===== src/rtl/arm_pkg.sv =====
// Shared ARM decode definitions for the ID stage.
//   - Instruction mode encodings (Instruction[27:26])
//   - exe_cmd opcode constants that change decode behaviour
//   - NOP instruction constant (all-zero word used as a bubble)
//   - id_ex_t: packed payload held in the ID/EX pipeline register
package arm_pkg;

  localparam logic [1:0] MODE_DP  = 2'b00;
  localparam logic [1:0] MODE_MEM = 2'b01;
  localparam logic [1:0] MODE_BR  = 2'b10;
  localparam logic [1:0] MODE_NOP = 2'b11;

  localparam logic [3:0] OP_TST = 4'b1000;
  localparam logic [3:0] OP_CMP = 4'b1010;
  localparam logic [3:0] OP_MOV = 4'b1101;
  localparam logic [3:0] OP_MVN = 4'b1111;

  localparam logic [3:0]  REG_PC    = 4'd15;
  localparam logic [31:0] NOP_INSTR = 32'h0000_0000;

  typedef struct packed {
    logic [31:0] pc;
    logic [3:0]  rn;
    logic [3:0]  rd;
    logic [3:0]  rm;
    logic [3:0]  exe_cmd;
    logic        imm;
    logic        s;
    logic [11:0] shift_op;
    logic [23:0] imm24;
    logic        wb_en;
    logic        mem_r;
    logic        mem_w;
    logic        b;
  } id_ex_t;

endpackage


===== src/rtl/hazard_scoreboard.sv =====
// Tracks destination registers of instructions in flight after ID and flags
// a read-after-write hazard against the sources of the instruction in ID.
// Ports:
//   clk, rst          clock, synchronous active-high reset (clears valid bits)
//   push_vld_i        instruction leaving ID this cycle writes a register
//   push_dest_i       its destination register
//   src1_i/src1_use_i first source and whether it is actually read
//   src2_i/src2_use_i second source and whether it is actually read
//   hazard_o          combinational: some in-flight writer targets a used source
module hazard_scoreboard #(
  parameter int HAZ_DEPTH = 2
) (
  input  logic       clk,
  input  logic       rst,
  input  logic       push_vld_i,
  input  logic [3:0] push_dest_i,
  input  logic [3:0] src1_i,
  input  logic       src1_use_i,
  input  logic [3:0] src2_i,
  input  logic       src2_use_i,
  output logic       hazard_o
);

  logic [HAZ_DEPTH-1:0] vld_q, vld_d;
  logic [3:0]           dest_q [HAZ_DEPTH];
  logic [3:0]           dest_d [HAZ_DEPTH];

  always_comb begin
    vld_d[0]  = push_vld_i;
    dest_d[0] = push_dest_i;
    for (int i = 1; i < HAZ_DEPTH; i++) begin
      vld_d[i]  = vld_q[i-1];
      dest_d[i] = dest_q[i-1];
    end
  end

  // Only the valid bits need reset; a stale dest behind valid=0 is harmless.
  always_ff @(posedge clk) begin
    if (rst) vld_q <= '0;
    else     vld_q <= vld_d;
  end

  always_ff @(posedge clk) begin
    for (int i = 0; i < HAZ_DEPTH; i++) dest_q[i] <= dest_d[i];
  end

  always_comb begin
    hazard_o = 1'b0;
    for (int i = 0; i < HAZ_DEPTH; i++) begin
      if (vld_q[i] && ((src1_use_i && dest_q[i] == src1_i) ||
                       (src2_use_i && dest_q[i] == src2_i)))
        hazard_o = 1'b1;
    end
  end

endmodule


===== src/rtl/id_hazard_stage.sv =====
// ARM instruction-decode stage with stall-only RAW hazard handling.
// Decodes the IF/ID instruction, checks it against in-flight writers, drives
// freeze back to fetch and loads the ID/EX register (or a bubble).
// Ports:
//   clk, rst                      clock, synchronous active-high reset
//   PC_in, Instruction            IF/ID register contents (0 = NOP)
//   Branch_taken                  EX taken branch: flush ID/EX to a bubble
//   freeze                        combinational stall request to fetch
//   PC, Rn, Rd, Rm, exe_cmd, imm, S, shift_op, imm24   ID/EX datapath fields
//   wb_en, mem_r, mem_w, b        ID/EX control bits
//   stall_cnt, flush_cnt          saturating event counters
module id_hazard_stage
  import arm_pkg::*;
#(
  parameter int HAZ_DEPTH = 2,
  parameter int CNT_W     = 16
) (
  input  logic             clk,
  input  logic             rst,
  input  logic [31:0]      PC_in,
  input  logic [31:0]      Instruction,
  input  logic             Branch_taken,
  output logic             freeze,
  output logic [31:0]      PC,
  output logic [3:0]       Rn,
  output logic [3:0]       Rd,
  output logic [3:0]       Rm,
  output logic [3:0]       exe_cmd,
  output logic             imm,
  output logic             S,
  output logic [11:0]      shift_op,
  output logic [23:0]      imm24,
  output logic             wb_en,
  output logic             mem_r,
  output logic             mem_w,
  output logic             b,
  output logic [CNT_W-1:0] stall_cnt,
  output logic [CNT_W-1:0] flush_cnt
);

  function automatic logic [CNT_W-1:0] sat_inc(input logic [CNT_W-1:0] c);
    return (&c) ? c : c + 1'b1;
  endfunction

  logic [1:0] mode;
  logic [3:0] cmd;
  logic       dec_wb, dec_mr, dec_mw, dec_b, dec_s;
  logic       use1, use2;
  logic [3:0] src2;
  logic       hazard;
  logic       unused_cond;

  assign mode        = Instruction[27:26];
  assign cmd         = Instruction[24:21];
  assign unused_cond = ^Instruction[31:28];

  always_comb begin
    dec_wb = 1'b0;
    dec_mr = 1'b0;
    dec_mw = 1'b0;
    dec_b  = 1'b0;
    dec_s  = Instruction[20];
    use1   = 1'b0;
    use2   = 1'b0;
    src2   = Instruction[3:0];
    if (Instruction == NOP_INSTR || mode == MODE_NOP) begin
      dec_s = 1'b0;
    end else begin
      case (mode)
        MODE_DP: begin
          dec_wb = !(cmd == OP_CMP || cmd == OP_TST);
          use1   = !(cmd == OP_MOV || cmd == OP_MVN);
          use2   = !Instruction[25];
        end
        MODE_MEM: begin
          dec_wb = Instruction[20];
          dec_mr = Instruction[20];
          dec_mw = !Instruction[20];
          use1   = 1'b1;
          // Stores read the data register through the Rd field.
          use2   = !Instruction[20];
          src2   = Instruction[15:12];
        end
        default: dec_b = 1'b1;
      endcase
    end
    // R15 reads come from the PC, never from an in-flight writer.
    if (Instruction[19:16] == REG_PC) use1 = 1'b0;
    if (src2 == REG_PC)               use2 = 1'b0;
  end

  hazard_scoreboard #(.HAZ_DEPTH(HAZ_DEPTH)) u_sb (
    .clk        (clk),
    .rst        (rst),
    .push_vld_i (dec_wb && !hazard && !Branch_taken),
    .push_dest_i(Instruction[15:12]),
    .src1_i     (Instruction[19:16]),
    .src1_use_i (use1),
    .src2_i     (src2),
    .src2_use_i (use2),
    .hazard_o   (hazard)
  );

  // A taken branch wins over a stall so fetch can load the target.
  assign freeze = hazard && !Branch_taken;

  id_ex_t           id_ex_q, id_ex_d;
  logic [CNT_W-1:0] stall_cnt_q, stall_cnt_d, flush_cnt_q, flush_cnt_d;

  always_comb begin
    id_ex_d          = '0;
    id_ex_d.pc       = PC_in;
    id_ex_d.rn       = Instruction[19:16];
    id_ex_d.rd       = Instruction[15:12];
    id_ex_d.rm       = Instruction[3:0];
    id_ex_d.exe_cmd  = cmd;
    id_ex_d.imm      = Instruction[25];
    id_ex_d.shift_op = Instruction[11:0];
    id_ex_d.imm24    = Instruction[23:0];
    stall_cnt_d      = stall_cnt_q;
    flush_cnt_d      = flush_cnt_q;
    if (Branch_taken) begin
      id_ex_d     = '0;
      flush_cnt_d = sat_inc(flush_cnt_q);
    end else if (hazard) begin
      stall_cnt_d = sat_inc(stall_cnt_q);
    end else begin
      id_ex_d.s     = dec_s;
      id_ex_d.wb_en = dec_wb;
      id_ex_d.mem_r = dec_mr;
      id_ex_d.mem_w = dec_mw;
      id_ex_d.b     = dec_b;
    end
  end

  // ID/EX boundary
  always_ff @(posedge clk) begin
    if (rst) begin
      id_ex_q     <= '0;
      stall_cnt_q <= '0;
      flush_cnt_q <= '0;
    end else begin
      id_ex_q     <= id_ex_d;
      stall_cnt_q <= stall_cnt_d;
      flush_cnt_q <= flush_cnt_d;
    end
  end

  assign PC        = id_ex_q.pc;
  assign Rn        = id_ex_q.rn;
  assign Rd        = id_ex_q.rd;
  assign Rm        = id_ex_q.rm;
  assign exe_cmd   = id_ex_q.exe_cmd;
  assign imm       = id_ex_q.imm;
  assign S         = id_ex_q.s;
  assign shift_op  = id_ex_q.shift_op;
  assign imm24     = id_ex_q.imm24;
  assign wb_en     = id_ex_q.wb_en;
  assign mem_r     = id_ex_q.mem_r;
  assign mem_w     = id_ex_q.mem_w;
  assign b         = id_ex_q.b;
  assign stall_cnt = stall_cnt_q;
  assign flush_cnt = flush_cnt_q;

endmodule

===== config.mk =====
export PLATFORM = sky130hd
export DESIGN_NAME = id_hazard_stage
export DESIGN_NICKNAME = d
export VERILOG_FILES = /design/src/rtl/arm_pkg.sv /design/src/rtl/hazard_scoreboard.sv /design/src/rtl/id_hazard_stage.sv
export SDC_FILE = /design/constraint.sdc
export NUM_CORES = 1
export LEC_CHECK = 0
export ABC_AREA = 1
export BUFFER_PORTS_ARGS = -buffer_cell sky130_fd_sc_hd__buf_2
export CAP_MARGIN = 5
export CORE_ASPECT_RATIO = 0.8
export CORE_MARGIN = 4
export CORE_UTILIZATION = 47
export DETAILED_ROUTE_END_ITERATION = 10
export PLACE_DENSITY_LB_ADDON = 0.25
export SYNTH_ARGS = -nofsm -noshare
export SYNTH_HDL_FRONTEND = slang
export SYNTH_SLANG_ARGS = --single-unit
export TNS_END_PERCENT = 50

===== constraint.sdc =====
create_clock -name clk -period 2 [get_ports clk]
set_input_delay 0.1 -clock clk [delete_from_list [all_inputs] [get_ports clk]]
set_output_delay 0.1 -clock clk [all_outputs]
set_load 0.1 [all_outputs]

==> impl_metrics.toml <==
[power]
p_leak_nw = 3.25
powerDensity_mw_per_mm2 = 784
ir_drop_mv = 0.622

[floorplan]
design.core.area_mm2 = 0.00908
dieArea_mm2 = 0.0110
ios = 190
initial_utilization_pct = 48.3
die_h_um = 94.4
die_width_um = 116
num_rows = 31

[final_layout]
fill_cells = 791
multi_input_area_mm2 = 0.00168
seqCellArea_mm2 = 0.00215
antenna_cells = 0
nets = 880
area_delta_synth_final_pct = 38.8
final_layout_size_suffix_gt1_share_pct = 33.2
instances_no_fill = 931

[worst_setup_path]
path_buf_inv = 3
critical-path-top-delay-family = "buffers and inverters"
start_kind = "primary input"
worst_ep_required_time_ns = 1.90
max_stage_delay_ns = 0.53
cp_max_fo = 4
crit_chain = "dlygate4sd3_1 > inv_1 > nand2_1 > nor2_1 > nand2_1 > nor2_2 > nand2_2 > nand4_1 > o21ai_1 > nand2_2 > a21oi_4 > buf_12"
arrival_ns = 1.83
path_class = "in2out"
crit_path_top_delay_cell = "dlygate4sd3_1"
cp-end-kind = "output pin"

[yosys]
yosysSeqAreaShare_pct = 47.9
synth_edf_count = 0
synth_top_area_share_pct = 47.9
synth_ff_type = "dfxtp_1"
yosysMostFrequentCell = "nor2_1"
synth.distinct_cells = 29
ys_ff_latch = 105
synthTopCellsByCount = "nor2_1, dfxtp_1, inv_1, nand2_1, nand3_1"
synth_area_mm2 = 0.00439
async_flop_share_pct = 0
ys_warn_count = 0
syn_inst = 605
syn_avg_cell_area_um2 = 7.25
synth_area_leaders = "dfxtp_1, nor2_1, inv_1"
synth_nets = 674
yosysTopAreaCell = "dfxtp_1"

[grt]
grt_max_degree = 43
grt_pass1_wl_mm = 19.4
grtUsageTotal_pct = 22.1
antenna_found_initial = 0
grt_overflow_total = 0
first_global_vias = 4211

[routing]
firstDrtPassIters = 5
ant_nets = 0
drtIter0Drc = 292
wl_per_cell_um = 13.0
routed_wl_mm = 12.1
post_drt_via_cell_ratio = 4.76
drc = 0
num_vias = 4429

[sta]
slew_headroom_pct = 65.4
fin_crit_sh_pct = 96.3
worstMarginPinSlew_ns = 0.522
finalSetupViolCount = 0
fmax_mhz = 519
rsz0062_at_grt = "no"
hold_viol = 0
fin_crit_ns = 1.93
slew_viol_final = 0
fin_skew_ns = 0.00643
tns_ns = 0

[clock_network]
cts_root_buf = "clkbuf_16"
cts_tree = "done"
numCtsBuffers = 9
clock_latency_ns = 0.34
max-clock-path-buffers = 2
h-tree-depth = 3
clk_pin_slew_worst_paths_ns = 0.07
cts.sinks = 105

[status]
status = "finished, final reports clean"

[run]
maxCapViolations = 0

[min_path]
hp-class = "in2reg"

[placed_design]
gp_congestion = 1.03
portBuffers = 189
dp_hpwl_mm = 8.54
placed_cells = 874
-- where the power goes --
part	switching (mW)	internal (mW)	total, mW	leakage [nW]
logic	0.773	0.222	0.996	2.24
registers	0.0295	2.15	2.18	0.876
clock network	0.747	0.849	1.60	0.131
total	1.55	3.22	4.77	3.25
-- layer usage --
layer	track usage (%)	routed length [um]	share of wire, %	vias up
li1	-	-	-	2231
met1	27.0	5030	42	1988
met2	37.2	5810	48	191
met3	7.17	1060	8.8	19
met4	6.57	200	1.7	0
met5	0	0	0	-
-- layout by cell type (no fill, tap or decap), drive strengths merged --
cell type and instances:
clkinv 4, nand4 9, a31oi 1, nand3b 1
dlygate4sd3 40, a211oi 1, clkbuf 12, nand2 107
xor2 8, dlymetal6s4s 3, dfxtp 105, buf 192
nor3 11, xnor2 1, o21a 1, nor3b 3
nand3 39, ha 2, o21ai 13, inv 106
nor2 124, nor4 4, a21oi 29
-- registers in the layout, indices dropped and copies added, names as in the netlist --
signal / flops
PC: 32
flush_cnt: 16
stall_cnt: 16
shift_op: 8
u_sb.dest_q: 8
exe_cmd: 4
imm24: 4
Rd: 3
Rm: 3
Rn: 3
u_sb.vld_q: 2
S: 1
b: 1
imm: 1
mem_r: 1
mem_w: 1
wb_en: 1
-- final cells by class --
type	instances	share of cell area (%)
sequential	105	35.4
multi-input combinational	354	27.6
timing repair buffer	235	23.8
inverter	106	6.54
clock buffer	12	3.88
tap	115	2.36
clock inverter	4	0.473
-- timing repair --
item,in CTS,in global routing
endpoints found under the setup margin,0,21
gates resized for setup,0,25
hold buffers,43,0
endpoints found under the hold margin,43,0
buffers inserted,0,3
-- cell families after synthesis --
logic type                 share of synthesized area, %
adders and majority gates                         0.570
DFF                                                47.9
buffers and inverters                              15.5
xor gates and xnor gates                           1.80
AOI/OAI and AO/OA                                  5.28
and+or+nand+nor                                    29.0
-- worst register-to-register path, delay by kind of cell (launching register included) --
kind                     cells  cell delay [ns]
buffers and inverters        2             0.18
AND/OR/NAND/NOR              9             0.77
adder cells (fa/ha/maj)      1             0.25
AO/OA/AOI/OAI                1             0.15
flip-flops                   1             0.35
-- stage by stage --
stage	power [mW]	area, um^2	setup slack, ns	utilization (%)	hold slack, ns
6_report	4.77	6090	0.0733	67.1	0.0221
4_1_cts	4.80	6010	0.000306	66.2	0.00237
5_1_grt	4.97	6090	0.00334	67.1	0.00854
3_5_place_dp	3.14	5320	0.0842	58.6	0.218
2_1_floorplan	2.98	4440	0.0469	-	0.128
3_3_place_gp	3.13	5320	0.133	58.6	0.218
-- path summary, 6_finish.rpt --
check | from | endpoint | slack, ns | cells past startpoint
worst max-delay path | Instruction[8] | freeze | 0.07 | 12
worst min-delay path | Instruction[22] | exe_cmd[1] | 0.02 | 3
worst max register to register | flush_cnt[0] | flush_cnt[11] | 0.19 | 13
worst min register to register | u_sb.dest_q[0][3] | u_sb.dest_q[0][7] | 0.37 | 0
(Power assumes the default switching activity.)
